$ cat config.mk
export PLATFORM = sky130hd
export DESIGN_NAME = mix_mem_arbiter_flat
export DESIGN_NICKNAME = d
export VERILOG_FILES = /design/src/rtl/mix_mem_arbiter_if.sv /design/src/rtl/mix_mem_arbiter.sv /design/src/flat_wrapper.sv
export SDC_FILE = /design/constraint.sdc
export NUM_CORES = 1
export LEC_CHECK = 0
export ABC_CLOCK_PERIOD_IN_PS = 3300
export CORE_MARGIN = 2
export CORE_UTILIZATION = 30
export DETAILED_ROUTE_END_ITERATION = 8
export MAX_ROUTING_LAYER = met4
export PLACE_DENSITY = 0.88
export SETUP_SLACK_MARGIN = 0.5
export SLEW_MARGIN = 30
export SYNTH_ARGS = -nofsm -noshare
export SYNTH_HDL_FRONTEND = slang
export SYNTH_SLANG_ARGS = --single-unit
$ cat constraint.sdc
create_clock -name clk -period 3.3 [get_ports clk]
set_input_delay 0.66 -clock clk [delete_from_list [all_inputs] [get_ports clk]]
set_output_delay 0.66 -clock clk [all_outputs]
set_load 0.1 [all_outputs]
$ cat src/rtl/mix_mem_arbiter_if.sv
// Bus bundle between the CPU/IO requesters, the arbiter and the single-port memory.
// The slave modport is the arbiter's view; master is the requester/memory side.
interface mix_mem_arbiter_if;
  logic        cpu_req;
  logic        cpu_we;
  logic [11:0] cpu_addr;
  logic [30:0] cpu_wdata;
  logic        cpu_gnt;
  logic        cpu_rvalid;

  logic        io_req;
  logic        io_we;
  logic [11:0] io_addr;
  logic [30:0] io_wdata;
  logic        io_lock;
  logic        io_gnt;
  logic        io_rvalid;

  logic [30:0] rdata;

  logic        mem_en;
  logic        mem_we;
  logic [11:0] mem_addr;
  logic [30:0] mem_wdata;
  logic [30:0] mem_rdata;

  modport slave (
    input  cpu_req, cpu_we, cpu_addr, cpu_wdata,
    input  io_req, io_we, io_addr, io_wdata, io_lock,
    input  mem_rdata,
    output cpu_gnt, cpu_rvalid, io_gnt, io_rvalid, rdata,
    output mem_en, mem_we, mem_addr, mem_wdata
  );

  modport master (
    output cpu_req, cpu_we, cpu_addr, cpu_wdata,
    output io_req, io_we, io_addr, io_wdata, io_lock,
    output mem_rdata,
    input  cpu_gnt, cpu_rvalid, io_gnt, io_rvalid, rdata,
    input  mem_en, mem_we, mem_addr, mem_wdata
  );
endinterface

$ cat src/rtl/mix_mem_arbiter.sv
// Two-port (CPU / IO) arbiter onto one synchronous-read memory: CPU priority,
// IO starvation override, locked IO bursts capped so the CPU gets a slot.
module mix_mem_arbiter #(
  parameter int STARVE_LIMIT = 4,
  parameter int MAX_BURST    = 8
) (
  input  logic               clk,
  input  logic               reset,
  mix_mem_arbiter_if.slave   bus
);
  localparam int WW = $clog2(STARVE_LIMIT + 1);
  localparam int BW = $clog2(MAX_BURST + 1);

  logic [WW-1:0] wait_cnt_q, wait_cnt_d;
  logic [BW-1:0] burst_cnt_q, burst_cnt_d;
  logic          lock_q, lock_d;
  logic          rd_cpu_q, rd_cpu_d;
  logic          rd_io_q, rd_io_d;

  logic starving;
  logic burst_full;
  logic cpu_yield;
  logic io_prio;
  logic cpu_gnt_c;
  logic io_gnt_c;

  // Grant decision: purely combinational from requests and registered counters.
  always_comb begin
    starving   = bus.io_req && (wait_cnt_q == WW'(STARVE_LIMIT));
    burst_full = (burst_cnt_q == BW'(MAX_BURST));
    cpu_yield  = burst_full && bus.cpu_req;
    io_prio    = bus.io_req && (starving || (lock_q && !cpu_yield));
    cpu_gnt_c  = !reset && bus.cpu_req && !io_prio;
    io_gnt_c   = !reset && bus.io_req && !cpu_gnt_c;
  end

  always_comb begin
    bus.cpu_gnt   = cpu_gnt_c;
    bus.io_gnt    = io_gnt_c;
    bus.mem_en    = cpu_gnt_c || io_gnt_c;
    bus.mem_we    = 1'b0;
    bus.mem_addr  = bus.cpu_addr;
    bus.mem_wdata = bus.cpu_wdata;
    if (cpu_gnt_c) begin
      bus.mem_we = bus.cpu_we;
    end else if (io_gnt_c) begin
      bus.mem_we    = bus.io_we;
      bus.mem_addr  = bus.io_addr;
      bus.mem_wdata = bus.io_wdata;
    end
  end

  always_comb begin
    wait_cnt_d = '0;
    if (bus.io_req && !io_gnt_c) begin
      wait_cnt_d = starving ? wait_cnt_q : wait_cnt_q + WW'(1);
    end

    burst_cnt_d = '0;
    if (io_gnt_c) begin
      burst_cnt_d = burst_full ? burst_cnt_q : burst_cnt_q + BW'(1);
    end

    // The burst lock survives the single forced CPU slot so the burst resumes.
    lock_d = 1'b0;
    if (io_gnt_c) begin
      lock_d = bus.io_lock;
    end else if (cpu_gnt_c && burst_full) begin
      lock_d = lock_q && bus.io_req;
    end

    rd_cpu_d = cpu_gnt_c && !bus.cpu_we;
    rd_io_d  = io_gnt_c && !bus.io_we;
  end

  always_ff @(posedge clk) begin
    if (reset) begin
      wait_cnt_q  <= '0;
      burst_cnt_q <= '0;
      lock_q      <= 1'b0;
      rd_cpu_q    <= 1'b0;
      rd_io_q     <= 1'b0;
    end else begin
      wait_cnt_q  <= wait_cnt_d;
      burst_cnt_q <= burst_cnt_d;
      lock_q      <= lock_d;
      rd_cpu_q    <= rd_cpu_d;
      rd_io_q     <= rd_io_d;
    end
  end

  // Gating with reset kills a read whose data would land during reset.
  always_comb begin
    bus.cpu_rvalid = rd_cpu_q && !reset;
    bus.io_rvalid  = rd_io_q && !reset;
    bus.rdata      = bus.mem_rdata;
  end
endmodule

$ cat src/flat_wrapper.sv
// flat-port wrapper written by rule: the top's interface ports become plain ports
module mix_mem_arbiter_flat 
#(
  parameter int STARVE_LIMIT = 4,
  parameter int MAX_BURST    = 8
)
  (clk, reset, bus_cpu_req, bus_cpu_we, bus_cpu_addr, bus_cpu_wdata, bus_io_req, bus_io_we, bus_io_addr, bus_io_wdata, bus_io_lock, bus_mem_rdata, bus_cpu_gnt, bus_cpu_rvalid, bus_io_gnt, bus_io_rvalid, bus_rdata, bus_mem_en, bus_mem_we, bus_mem_addr, bus_mem_wdata);
  mix_mem_arbiter_if bus_i ();
  input  logic clk;
  input  logic reset;
  input wire logic [$bits(bus_i.cpu_req)-1:0] bus_cpu_req;
  input wire logic [$bits(bus_i.cpu_we)-1:0] bus_cpu_we;
  input wire logic [$bits(bus_i.cpu_addr)-1:0] bus_cpu_addr;
  input wire logic [$bits(bus_i.cpu_wdata)-1:0] bus_cpu_wdata;
  input wire logic [$bits(bus_i.io_req)-1:0] bus_io_req;
  input wire logic [$bits(bus_i.io_we)-1:0] bus_io_we;
  input wire logic [$bits(bus_i.io_addr)-1:0] bus_io_addr;
  input wire logic [$bits(bus_i.io_wdata)-1:0] bus_io_wdata;
  input wire logic [$bits(bus_i.io_lock)-1:0] bus_io_lock;
  input wire logic [$bits(bus_i.mem_rdata)-1:0] bus_mem_rdata;
  output wire logic [$bits(bus_i.cpu_gnt)-1:0] bus_cpu_gnt;
  output wire logic [$bits(bus_i.cpu_rvalid)-1:0] bus_cpu_rvalid;
  output wire logic [$bits(bus_i.io_gnt)-1:0] bus_io_gnt;
  output wire logic [$bits(bus_i.io_rvalid)-1:0] bus_io_rvalid;
  output wire logic [$bits(bus_i.rdata)-1:0] bus_rdata;
  output wire logic [$bits(bus_i.mem_en)-1:0] bus_mem_en;
  output wire logic [$bits(bus_i.mem_we)-1:0] bus_mem_we;
  output wire logic [$bits(bus_i.mem_addr)-1:0] bus_mem_addr;
  output wire logic [$bits(bus_i.mem_wdata)-1:0] bus_mem_wdata;
  assign bus_i.cpu_req = bus_cpu_req;
  assign bus_i.cpu_we = bus_cpu_we;
  assign bus_i.cpu_addr = bus_cpu_addr;
  assign bus_i.cpu_wdata = bus_cpu_wdata;
  assign bus_i.io_req = bus_io_req;
  assign bus_i.io_we = bus_io_we;
  assign bus_i.io_addr = bus_io_addr;
  assign bus_i.io_wdata = bus_io_wdata;
  assign bus_i.io_lock = bus_io_lock;
  assign bus_i.mem_rdata = bus_mem_rdata;
  assign bus_cpu_gnt = bus_i.cpu_gnt;
  assign bus_cpu_rvalid = bus_i.cpu_rvalid;
  assign bus_io_gnt = bus_i.io_gnt;
  assign bus_io_rvalid = bus_i.io_rvalid;
  assign bus_rdata = bus_i.rdata;
  assign bus_mem_en = bus_i.mem_en;
  assign bus_mem_we = bus_i.mem_we;
  assign bus_mem_addr = bus_i.mem_addr;
  assign bus_mem_wdata = bus_i.mem_wdata;
  mix_mem_arbiter #(.STARVE_LIMIT(STARVE_LIMIT), .MAX_BURST(MAX_BURST)) u_core (.clk(clk), .reset(reset), .bus(bus_i));
endmodule
==> metrics.txt, run 1 <==
outcome=finished clean; chip width=81.1 µm; final total negative setup slack=0 ns; total of buffers placed on input and output ports=about 140; count of placed standard cells including taps=~410; number of ports placed on the die boundary=between 200 and 250; DRT antenna net count=0; unrepaired setup endpoints after global routing=true; vias per std cell=5.27; number of endpoints with negative hold slack in the final report=0; worst slack after detailed placement=0.205 ns; syn_nets=369; antenna violations before repair=0; die footprint=6570 µm²; Worst EP required=2.64 ns; final std cells w/o fill=436; leading cell types by total area after synthesis=o22ai_2 (24%), buf_4 (13%), o21ai_0 (12%), dfxtp_1 (11%), nand2_1 (9.5%); Pre-antenna DRT Iters=4; type of element launching the critical path=register; number of synthesized flops with an enable pin=0; total setup violations reported at the end of the flow=0; DP HPWL=5410 µm; library cell with the largest summed area after synthesis=o22ai_2; worst setup slack after layout=0.484 ns; data arrival time at the worst-slack endpoint=about 2.2 ns; worst slew slack as a fraction of its limit=67.9%; most repeated cell in the gate-level netlist after synthesis=nand2_1; Slew Viols, Final=0; clock network latency to the later pin of the worst-skew pair=~0.24 ns; Post-Route WL=8770 µm; Tmin final=2.82 ns; ANT cells=0; post-detailed-route DRC marker count=0; sum of internal, switching and leakage power=1.28 mW; area of the mapped netlist=1780 µm²; number of maximum-capacitance violations=0; leading post-synthesis cells by instance count=nand2_1 (45), o21ai_0 (43), o22ai_2 (34); Seq/Total Area, Yosys=between 10% and 20%; type of the worst setup path=reg -> out; routed length per placed instance=just over 20 µm; routability cong.=0.736; leakage power total=1.59 nW; count of routing violations after the opening detailed-route iteration=72; Gate Count Post-Synth=roughly 240; commonest register cell after synthesis=dfxtp_1; maximum number of pins on one net before global-route repair=48; CTS sink cnt=10; worst ir drop on vdd=0.190 mV; highest achievable clock rate=0.355 GHz; CP Max Fanout=5; Setup crit end kind=output port; Core Box Area=5820 µm²; flops & latches, synth=10; Power Density=292 nW/µm²; Inserted Clock Buffers=3; number of H-tree levels=1; Net count, final=between 400 and 500; class of the tightest hold or removal check=reg -> reg; Mapped Avg Cell Area=7.39 µm²; first-pass GRT wire length=~12,000 µm; worst clock skew=0.00816 ns; Worst-Margin Slew=0.477 ns; area growth from synthesis to layout=146%; fraction of final layout cells sized beyond drive strength 1=41.6%; CTS Buffer Depth=2; TritonCTS clock tree=built; total global routing track utilization=24.3%; final clock period utilization by the worst path=85.3%; post-CTS clock slew at the launch and capture registers of the worst setup and hold paths=0.05 ns; via count of the first global-routing pass=2,309; Vias=~2,300; overall die height=81.1 µm; master cell of the clock root buffer=clkbuf_8; number of core rows=28; CTS Hold Bufs=0; number of warnings reported in the yosys synthesis log=0; initial core utilization=between 30 and 40%; share of the synthesized area in the top cell type=23.9%; Post-synth ARST share=0%; post-synth cell types=30; global-route congestion overflow total=0
-- what timing repair did --
item | in CTS | in global routing
pin swaps | 0 | 38
gates cloned | 5 | 3
setup endpoints to repair | 46 | 43
resized for setup | 27 | 25
setup buffers | 7 | 5
-- registers in the layout, summed over array words and instances, names as in the netlist --
| signal | flops |
|---|---|
| u_core.burst_cnt_q | 4 |
| u_core.lock_q | 1 |
| u_core.rd_cpu_q | 1 |
| u_core.rd_io_q | 1 |
| u_core.wait_cnt_q | 3 |
-- report_power, final --
| group | leakage, nW | internal (mW) | switching, mW |
|---|---|---|---|
| clock network | 0.0216 | 0.0797 | 0.0453 |
| logic | 1.49 | 0.433 | 0.593 |
| registers | 0.0821 | 0.124 | 0.00158 |
-- critical path, cell delays in order, from the launching register on --
cell and delay [ns]:
dfxtp_2 0.36, inv_2 0.05, ha_4 0.15, and3b_2 0.24, o311a_4 0.41, buf_12 0.16, clkbuf_16 0.17, o22ai_4 0.18
buf_12 0.20
-- cells by family (layout without fill, tap and decap cells) --
family          count (synthesis)  in the layout  synth area share (%)
mux                             3              3                  1.76
flops                          10             10                  11.2
xor+xnor                        5              5                  2.46
buf+inv                        64            184                  23.0
simple gates                   65             65                  17.6
fa+ha+maj                       4              4                  2.81
compound gates                 90             90                  41.2
-- placed cells by master (no fill, tap or decap), drive strengths merged --
cell type,count
clkdlybuf4s50,89
buf,78
nand2,45
o22ai,43
o21ai,43
dfxtp,10
inv,8
clkbuf,5
nor3,4
xnor2,4
ha,4
nor2b,4
and3,3
clkdlybuf4s15,2
nand3,2
nand2b,2
mux2i,2
and3b,1
o311a,1
nor2,1
a21oi,1
nand3b,1
xor2,1
nor4,1
mux2,1
and2,1
a32oi,1
a311oi,1
bufbuf,1
dlygate4sd2,1
-- final timing paths --
kind | from | end | slack [ns] | cells past startpoint
hold / removal | u_core.lock_q$_SDFF_PP0_ | u_core.lock_q$_SDFF_PP0_ | 0.55 | 2
setup / recovery | u_core.burst_cnt_q[1]$_SDFFE_PP0P_ | bus_mem_wdata[8] | 0.48 | 8
setup reg to reg | u_core.burst_cnt_q[1]$_SDFFE_PP0P_ | u_core.burst_cnt_q[2]$_SDFFE_PP0P_ | 1.30 | 8
hold reg to reg | u_core.lock_q$_SDFF_PP0_ | u_core.lock_q$_SDFF_PP0_ | 0.55 | 2
-- through the flow --
step	hold slack, ns	instance area, µm²	utilization, %
2_1_floorplan	0.458	2000	-
3_3_place_gp	0.504	3750	64.5
3_5_place_dp	0.536	3750	64.5
4_1_cts	0.541	4140	71.2
5_1_grt	0.582	4380	75.3
6_report	0.554	4380	75.3
-- area by class of cell --
class | count | area (µm²)
sequential | 10 | 203
inverter | 8 | 30.0
clock buffer | 3 | 41.3
multi-input combinational | 167 | 1630
timing repair buffer | 173 | 2380
tap | 75 | 93.8
fill | 395 | 1440
-- routing by layer --
layer	GRT usage [%]	vias to the layer above	routed length, µm
met4	5.25	0	72
met3	2.89	13	560
met1	28.1	1083	3300
li1	-	1071	-
met5	-	-	0
met2	44.9	130	4830
Power figures use the tool's default switching activity.
==> run 2, diff against run 1 <==
CELL_PAD_IN_SITES_DETAIL_PLACEMENT = 1   (was not set)
CELL_PAD_IN_SITES_GLOBAL_PLACEMENT = 2   (was not set)
CORE_UTILIZATION = 13   (was 30)
PLACE_DENSITY = not set   (was 0.88)
PLACE_DENSITY_LB_ADDON = 0.1   (was not set)
SETUP_SLACK_MARGIN = not set   (was 0.5)
==> run 2 against run 1 <==
Effect of this change: sequential share of layout area increased by 0.73 points; flip-flop and latch count stayed put; first-iteration DRC count up 17%; routed wire length is 4.4% lower; design area is 15% lower; global-route usage shrank 13 points; final cell count up 18%; die area increased by 120%; clock skew shrank 0.0074 ns; worst setup slack lost 0.32 ns; clock power increased by 71%; critical path depth is 2 lower.
==> metrics.txt, run 2 (synthesis gave the netlist of run 1 again) <==
outcome=finished clean; final clock period utilization by the worst path=94.9% (+9.6 points); CTS sink cnt=10 (unchanged); ANT cells=0 (unchanged); worst setup slack after layout=0.169 ns (-0.316 ns); CTS Hold Bufs=0 (unchanged); worst slack after detailed placement=0.164 ns (-0.0410 ns); CP Max Fanout=46 (+41); DP HPWL=5830 µm (+7.6%); CTS Buffer Depth=2 (unchanged); total of buffers placed on input and output ports=141 (unchanged); via count of the first global-routing pass=2,200 (-4.7%); most frequent standard cell in the layout excluding fill and tap cells=clkdlybuf4s50_1; chip width=121 µm (+49%); setup bufs post-CTS=0 (-7); highest achievable clock rate=0.319 GHz (-10%); data arrival time at the worst-slack endpoint=2.47 ns (+0.31 ns); cell seen most often among critical-path stages=buf_12; total global routing track utilization=11.2% (-13 points); highest routed layer=met4; number of maximum-capacitance violations=0 (unchanged); number of ports placed on the die boundary=204 (unchanged); post-detailed-route DRC marker count=0 (unchanged); register bank with the most flops=u_core.burst_cnt_q; Post-Route WL=8380 µm (-4.4%); met3 wirelength from detailed routing=739 µm (+32%); FILL cells=1,525 (+290%); # resized after CTS=0 (-100%); Tmin final=3.13 ns (+0.316 ns); WL met1=3760 µm (+14%); number of H-tree levels=1 (unchanged); global-route congestion overflow total=0 (unchanged); Critical-path top delay cell=clkdlybuf4s50_1; leading cell types in the layout, fill and taps excluded=clkdlybuf4s50_1 (92), buf_12 (52), nand2_1 (45); TritonCTS clock tree=built; class of the tightest hold or removal check=reg -> reg; Worst-Margin Slew=0.530 ns (+0.0530 ns); Slew Viols, Final=0 (unchanged); number of endpoints with negative hold slack in the final report=0 (unchanged); antenna violations before repair=0 (unchanged); vias per std cell=4.12 (-22%); post-CTS clock slew at the launch and capture registers of the worst setup and hold paths=0.04 ns (about the same); DRT antenna net count=0 (unchanged); Pre-antenna DRT Iters=4 (unchanged); count of routing violations after the opening detailed-route iteration=84 (+17%); fraction of final layout cells sized beyond drive strength 1=31.9% (-9.7 points); cells along the critical path=clkdlybuf4s50_1 -> inv_2 -> o311a_2 -> buf_12 -> o22ai_1 -> buf_12; initial core utilization=13.4% (-17 points); Inserted Clock Buffers=3 (unchanged); worst slew slack as a fraction of its limit=64.7% (-3.2 points); Net count, final=469 (-4.5%); routability cong.=0.735 (-0.23%); master cell of the clock root buffer=clkbuf_16; type of the worst setup path=in -> out; origin of the worst setup path=bus_io_req; worst clock skew=0.000804 ns (-0.00736 ns); area growth from synthesis to layout=110%; worst ir drop on vdd=0.116 mV (-39%); flop2flop setup slack=1.54 ns (+0.24 ns); Vias=2,122 (-7.6%); type of element launching the critical path=primary input; routed length per placed instance=16.3 µm (-19%); number of flip-flops under the largest register name=4 (unchanged); hold path startpoint=u_core.lock_q$_SDFF_PP0_; unrepaired setup endpoints after global routing=false; total length of routed met2 wires=3830 µm (-21%); delay of the slowest critical-path stage=0.56 ns (+0.15 ns); maximum number of pins on one net before global-route repair=48 (unchanged); worst hold slack=0.500 ns (-0.0545 ns); number of core rows=42 (+50%); overall die height=121 µm (+49%); first-pass GRT wire length=12,400 µm (+4.1%); leakage power total=1.40 nW (-12%); die footprint=14,700 µm² (+120%); source of the worst register-to-register timing path=u_core.burst_cnt_q[0]$_SDFFE_PP0P_; Power Density=325 nW/µm² (+12%); Worst EP required=2.64 ns (about the same); Setup crit end kind=output port; Core Box Area=13,300 µm² (+130%); clock network latency to the later pin of the worst-skew pair=0.24 ns (about the same); total setup violations reported at the end of the flow=0 (unchanged); leading registers by flop count=u_core.burst_cnt_q: 4 flops, u_core.wait_cnt_q: 3 flops
[run 2: cell types whose count changed in the layout (fill, tap and decap cells not counted), moves of 3 or more]
cell,delta
o22ai_4,-43
buf_16,-5
clkbuf_8,-3
o22ai_1,+9
clkdlybuf4s50_1,+3
buf_4,-9
o22ai_2,+34
[run 2: path summary, 6_finish.rpt]
| kind | endpoint | depth (start not counted) |
|---|---|---|
| setup / recovery | bus_mem_addr[11] | 6 |
| hold reg to reg | u_core.lock_q$_SDFF_PP0_ | 2 |
| setup reg to reg | u_core.burst_cnt_q[2]$_SDFFE_PP0P_ | 6 |
| hold / removal | u_core.lock_q$_SDFF_PP0_ | 2 |
[run 2: routing by layer]
metal	vias up	GRT usage, %
met5	-	-
met2	108	17.8
li1	1016	-
met4	0	1.96
met1	993	14.3
met3	5	3.24
[run 2: worst max-delay path, delay by kind of cell]
family,cells,cell delay (ns)
compound gates,2,0.74
buf+inv,4,1.06
[run 2: report_power, final]
part           leakage, nW  switching (mW)  total, mW  internal [mW]
clock network       0.0370          0.0564      0.214          0.157
logic                 1.28           0.529      0.876          0.346
registers           0.0813         0.00163      0.126          0.124
total                 1.40           0.587       1.22          0.628
[run 2: stage by stage]
stage | std cells | setup TNS, ns | power [mW] | util (%) | cell area (µm²)
final | 515 | 0 | 1.22 | 28.1 | 3730
after floorplan | 241 | -2.09 | 0.807 | - | 1790
after global placement | 512 | 0 | 1.01 | 27.5 | 3660
after detailed placement | 512 | 0 | 1.01 | 27.5 | 3660
after CTS | 515 | 0 | 1.23 | 28.1 | 3730
after global routing | 515 | 0 | 1.26 | 28.1 | 3730
[run 2: layout make-up]
class / instances / area, µm² / area share (%)
clock buffer: 3 / 75.1 / 2.01
multi-input combinational: 167 / 1190 / 32.0
tap: 176 / 220 / 5.90
sequential: 10 / 200 / 5.36
timing repair buffer: 151 / 2010 / 53.9
inverter: 8 / 30.0 / 0.804
==> run 3, diff against run 2 <==
REMOVE_ABC_BUFFERS = 1   (was not set)
==> run 3 against run 2 <==
Effect of this change: hold slack better by 0.0049 ns; routed wire length increased by 17%; via count up 2.5%; register-to-register slack got worse by 0.09 ns; count of clock-buffer cells in the layout unchanged; power is 0.59% higher; die area unchanged; clock skew grew 0.00093 ns; largest power group unchanged.
==> metrics.txt, run 3 (synthesis gave the netlist of run 1 again) <==
total non-filler cell area in the finished layout=3740 µm² (+0.27%); total global routing track utilization=13.2% (+2.0 points); number of core rows=42 (unchanged); fraction of final layout cells sized beyond drive strength 1=32.0% (+0.11 points); post-CTS clock slew at the launch and capture registers of the worst setup and hold paths=0.04 ns (about the same); final total negative setup slack=0 ns (unchanged); routability cong.=0.680 (-7.5%); type of element launching the critical path=primary input; CTS sink cnt=10 (unchanged); routed length per placed instance=19.0 µm (+17%); area growth from synthesis to layout=110%; data arrival time at the worst-slack endpoint=2.50 ns (+0.03 ns); initial core utilization=13.4% (unchanged); setup bufs post-CTS=0 (unchanged); register bank with the most flops=u_core.burst_cnt_q; post-detailed-route DRC marker count=0 (unchanged); cells along the critical path=clkdlybuf4s50_1 -> inv_2 -> o311a_2 -> buf_12 -> o22ai_1 -> buf_12; number of flip-flops under the largest register name=4 (unchanged); Setup crit end kind=output port; number of H-tree levels=1 (unchanged); Int Power=0.630 mW (+0.33%); cell seen most often among critical-path stages=buf_12; master cell of the clock root buffer=clkbuf_16; CTS Hold Bufs=0 (unchanged); Critical-path top delay cell=clkdlybuf4s50_1; worst slack after detailed placement=0.150 ns (-0.0139 ns); Slew Viols, Final=0 (unchanged); DP Area=3670 µm² (+0.27%); Worst EP required=2.64 ns (about the same); Pre-antenna DRT Iters=4 (unchanged); Core Box Area=13,300 µm² (unchanged); count of placed standard cells including taps=514 (+0.39%); number of ports placed on the die boundary=204 (unchanged); Power Density=326 nW/µm² (+0.32%); number of maximum-capacitance violations=0 (unchanged); unrepaired setup endpoints after global routing=false; outcome=finished clean; most frequent standard cell in the layout excluding fill and tap cells=clkdlybuf4s50_1; DP HPWL=7130 µm (+22%); Tmin final=3.16 ns (+0.0313 ns); Seq pwr share=10.3% (about the same); worst setup slack after layout=0.137 ns (-0.0313 ns); class of the tightest hold or removal check=reg -> reg; antenna violations before repair=0 (unchanged); TritonCTS clock tree=built; overall die height=121 µm (unchanged); Vias=2,175 (+2.5%); Buf+Inv Stages, Crit Path=4 (unchanged); highest achievable clock rate=0.316 GHz (-0.99%); count of routing violations after the opening detailed-route iteration=71 (-15%); via count of the first global-routing pass=2,390 (+8.6%); first-pass GRT wire length=14,300 µm (+16%); total setup violations reported at the end of the flow=0 (unchanged); leading cell types in the layout, fill and taps excluded=clkdlybuf4s50_1 (92), buf_12 (52), nand2_1 (45); delay of the slowest critical-path stage=0.56 ns (about the same); portion of total power attributed to combinational logic=71.9% (-0.2 points); leakage power total=1.41 nW (+0.34%); final clock period utilization by the worst path=95.8% (+0.95 points); Net count, final=471 (+0.43%); share of total power in the clock network=17.8% (+0.2 points); DRT antenna net count=0 (unchanged); ANT cells=0 (unchanged); type of the worst setup path=in -> out; CTS Buffer Depth=2 (unchanged); sum of internal, switching and leakage power=1.22 mW (+0.59%); final core utilization=28.2% (+0.075 points); clock network latency to the later pin of the worst-skew pair=0.24 ns (about the same); die footprint=14,700 µm² (unchanged); leading registers by flop count=u_core.burst_cnt_q: 4 flops, u_core.wait_cnt_q: 3 flops; vias per std cell=4.21 (+2.1%); Post-Route WL=9810 µm (+17%); Inserted Clock Buffers=3 (unchanged); final std cells w/o fill=517 (+0.39%); CP Max Fanout=33 (-28%); maximum number of pins on one net before global-route repair=48 (unchanged); global-route congestion overflow total=0 (unchanged); family with the most delay on the worst path=buffers and inverters; Sw Share=48.5% (+0.13 points); number of endpoints with negative hold slack in the final report=0 (unchanged); total of buffers placed on input and output ports=141 (unchanged); chip width=121 µm (unchanged); # resized after CTS=0 (unchanged); worst slew slack as a fraction of its limit=65.1% (+0.44 points); switching power total=0.592 mW (+0.86%); worst hold slack=0.505 ns (+0.00486 ns); worst ir drop on vdd=0.186 mV (+60%); worst clock skew=0.00173 ns (+0.000927 ns); Worst-Margin Slew=0.523 ns (-0.00662 ns)
-- run 3: cell types whose count changed in the layout (fill, tap and decap cells not counted) --
cell     change
buf_4        +2
and3b_1      -1
and3b_2      +1
mux2i_1      +1
mux2i_2      -1
nor2_1       +1
nor2_2       -1
-- run 3: worst register-to-register path: cells and delay by family (launching register included) --
kind                       cells  cell delay, ns
and+or+nand+nor                2            0.50
DFF                            1            0.36
buffers and inverters          2            0.30
AOI/OAI and AO/OA              1            0.41
adders and majority gates      1            0.20
-- run 3: power by group through the flow --
stage | Clock (mW) | Sequential [mW] | Combinational [mW]
after floorplan | 0 | 0.127 | 0.489
after global placement | 0 | 0.128 | 0.886
after detailed placement | 0 | 0.128 | 0.887
after CTS | 0.226 | 0.126 | 0.889
after global routing | 0.230 | 0.126 | 0.913
final | 0.217 | 0.126 | 0.879
-- run 3: area by class of cell --
class | count | area [µm²]
Fill cell | 1541 | 9550
Timing Repair Buffer | 153 | 2030
Multi-Input combinational cell | 167 | 1190
Tap cell | 176 | 220
Sequential cell | 10 | 200
Clock buffer | 3 | 75.1
Inverter | 8 | 30.0
-- run 3: worst paths after layout --
| path | from | to | slack, ns | cells after the start |
|---|---|---|---|---|
| max reg2reg | u_core.burst_cnt_q[0]$_SDFFE_PP0P_ | u_core.burst_cnt_q[2]$_SDFFE_PP0P_ | 1.45 | 6 |
| min | u_core.lock_q$_SDFF_PP0_ | u_core.lock_q$_SDFF_PP0_ | 0.50 | 2 |
| min reg2reg | u_core.lock_q$_SDFF_PP0_ | u_core.lock_q$_SDFF_PP0_ | 0.50 | 2 |
| max | bus_io_req | bus_mem_addr[3] | 0.14 | 6 |
-- run 3: metal layers --
metal / global-route usage (%) / wire length (µm)
met5: - / 0
met4: 1.09 / 29
met3: 9.40 / 1510
met2: 18.5 / 4100
met1: 16.0 / 4170
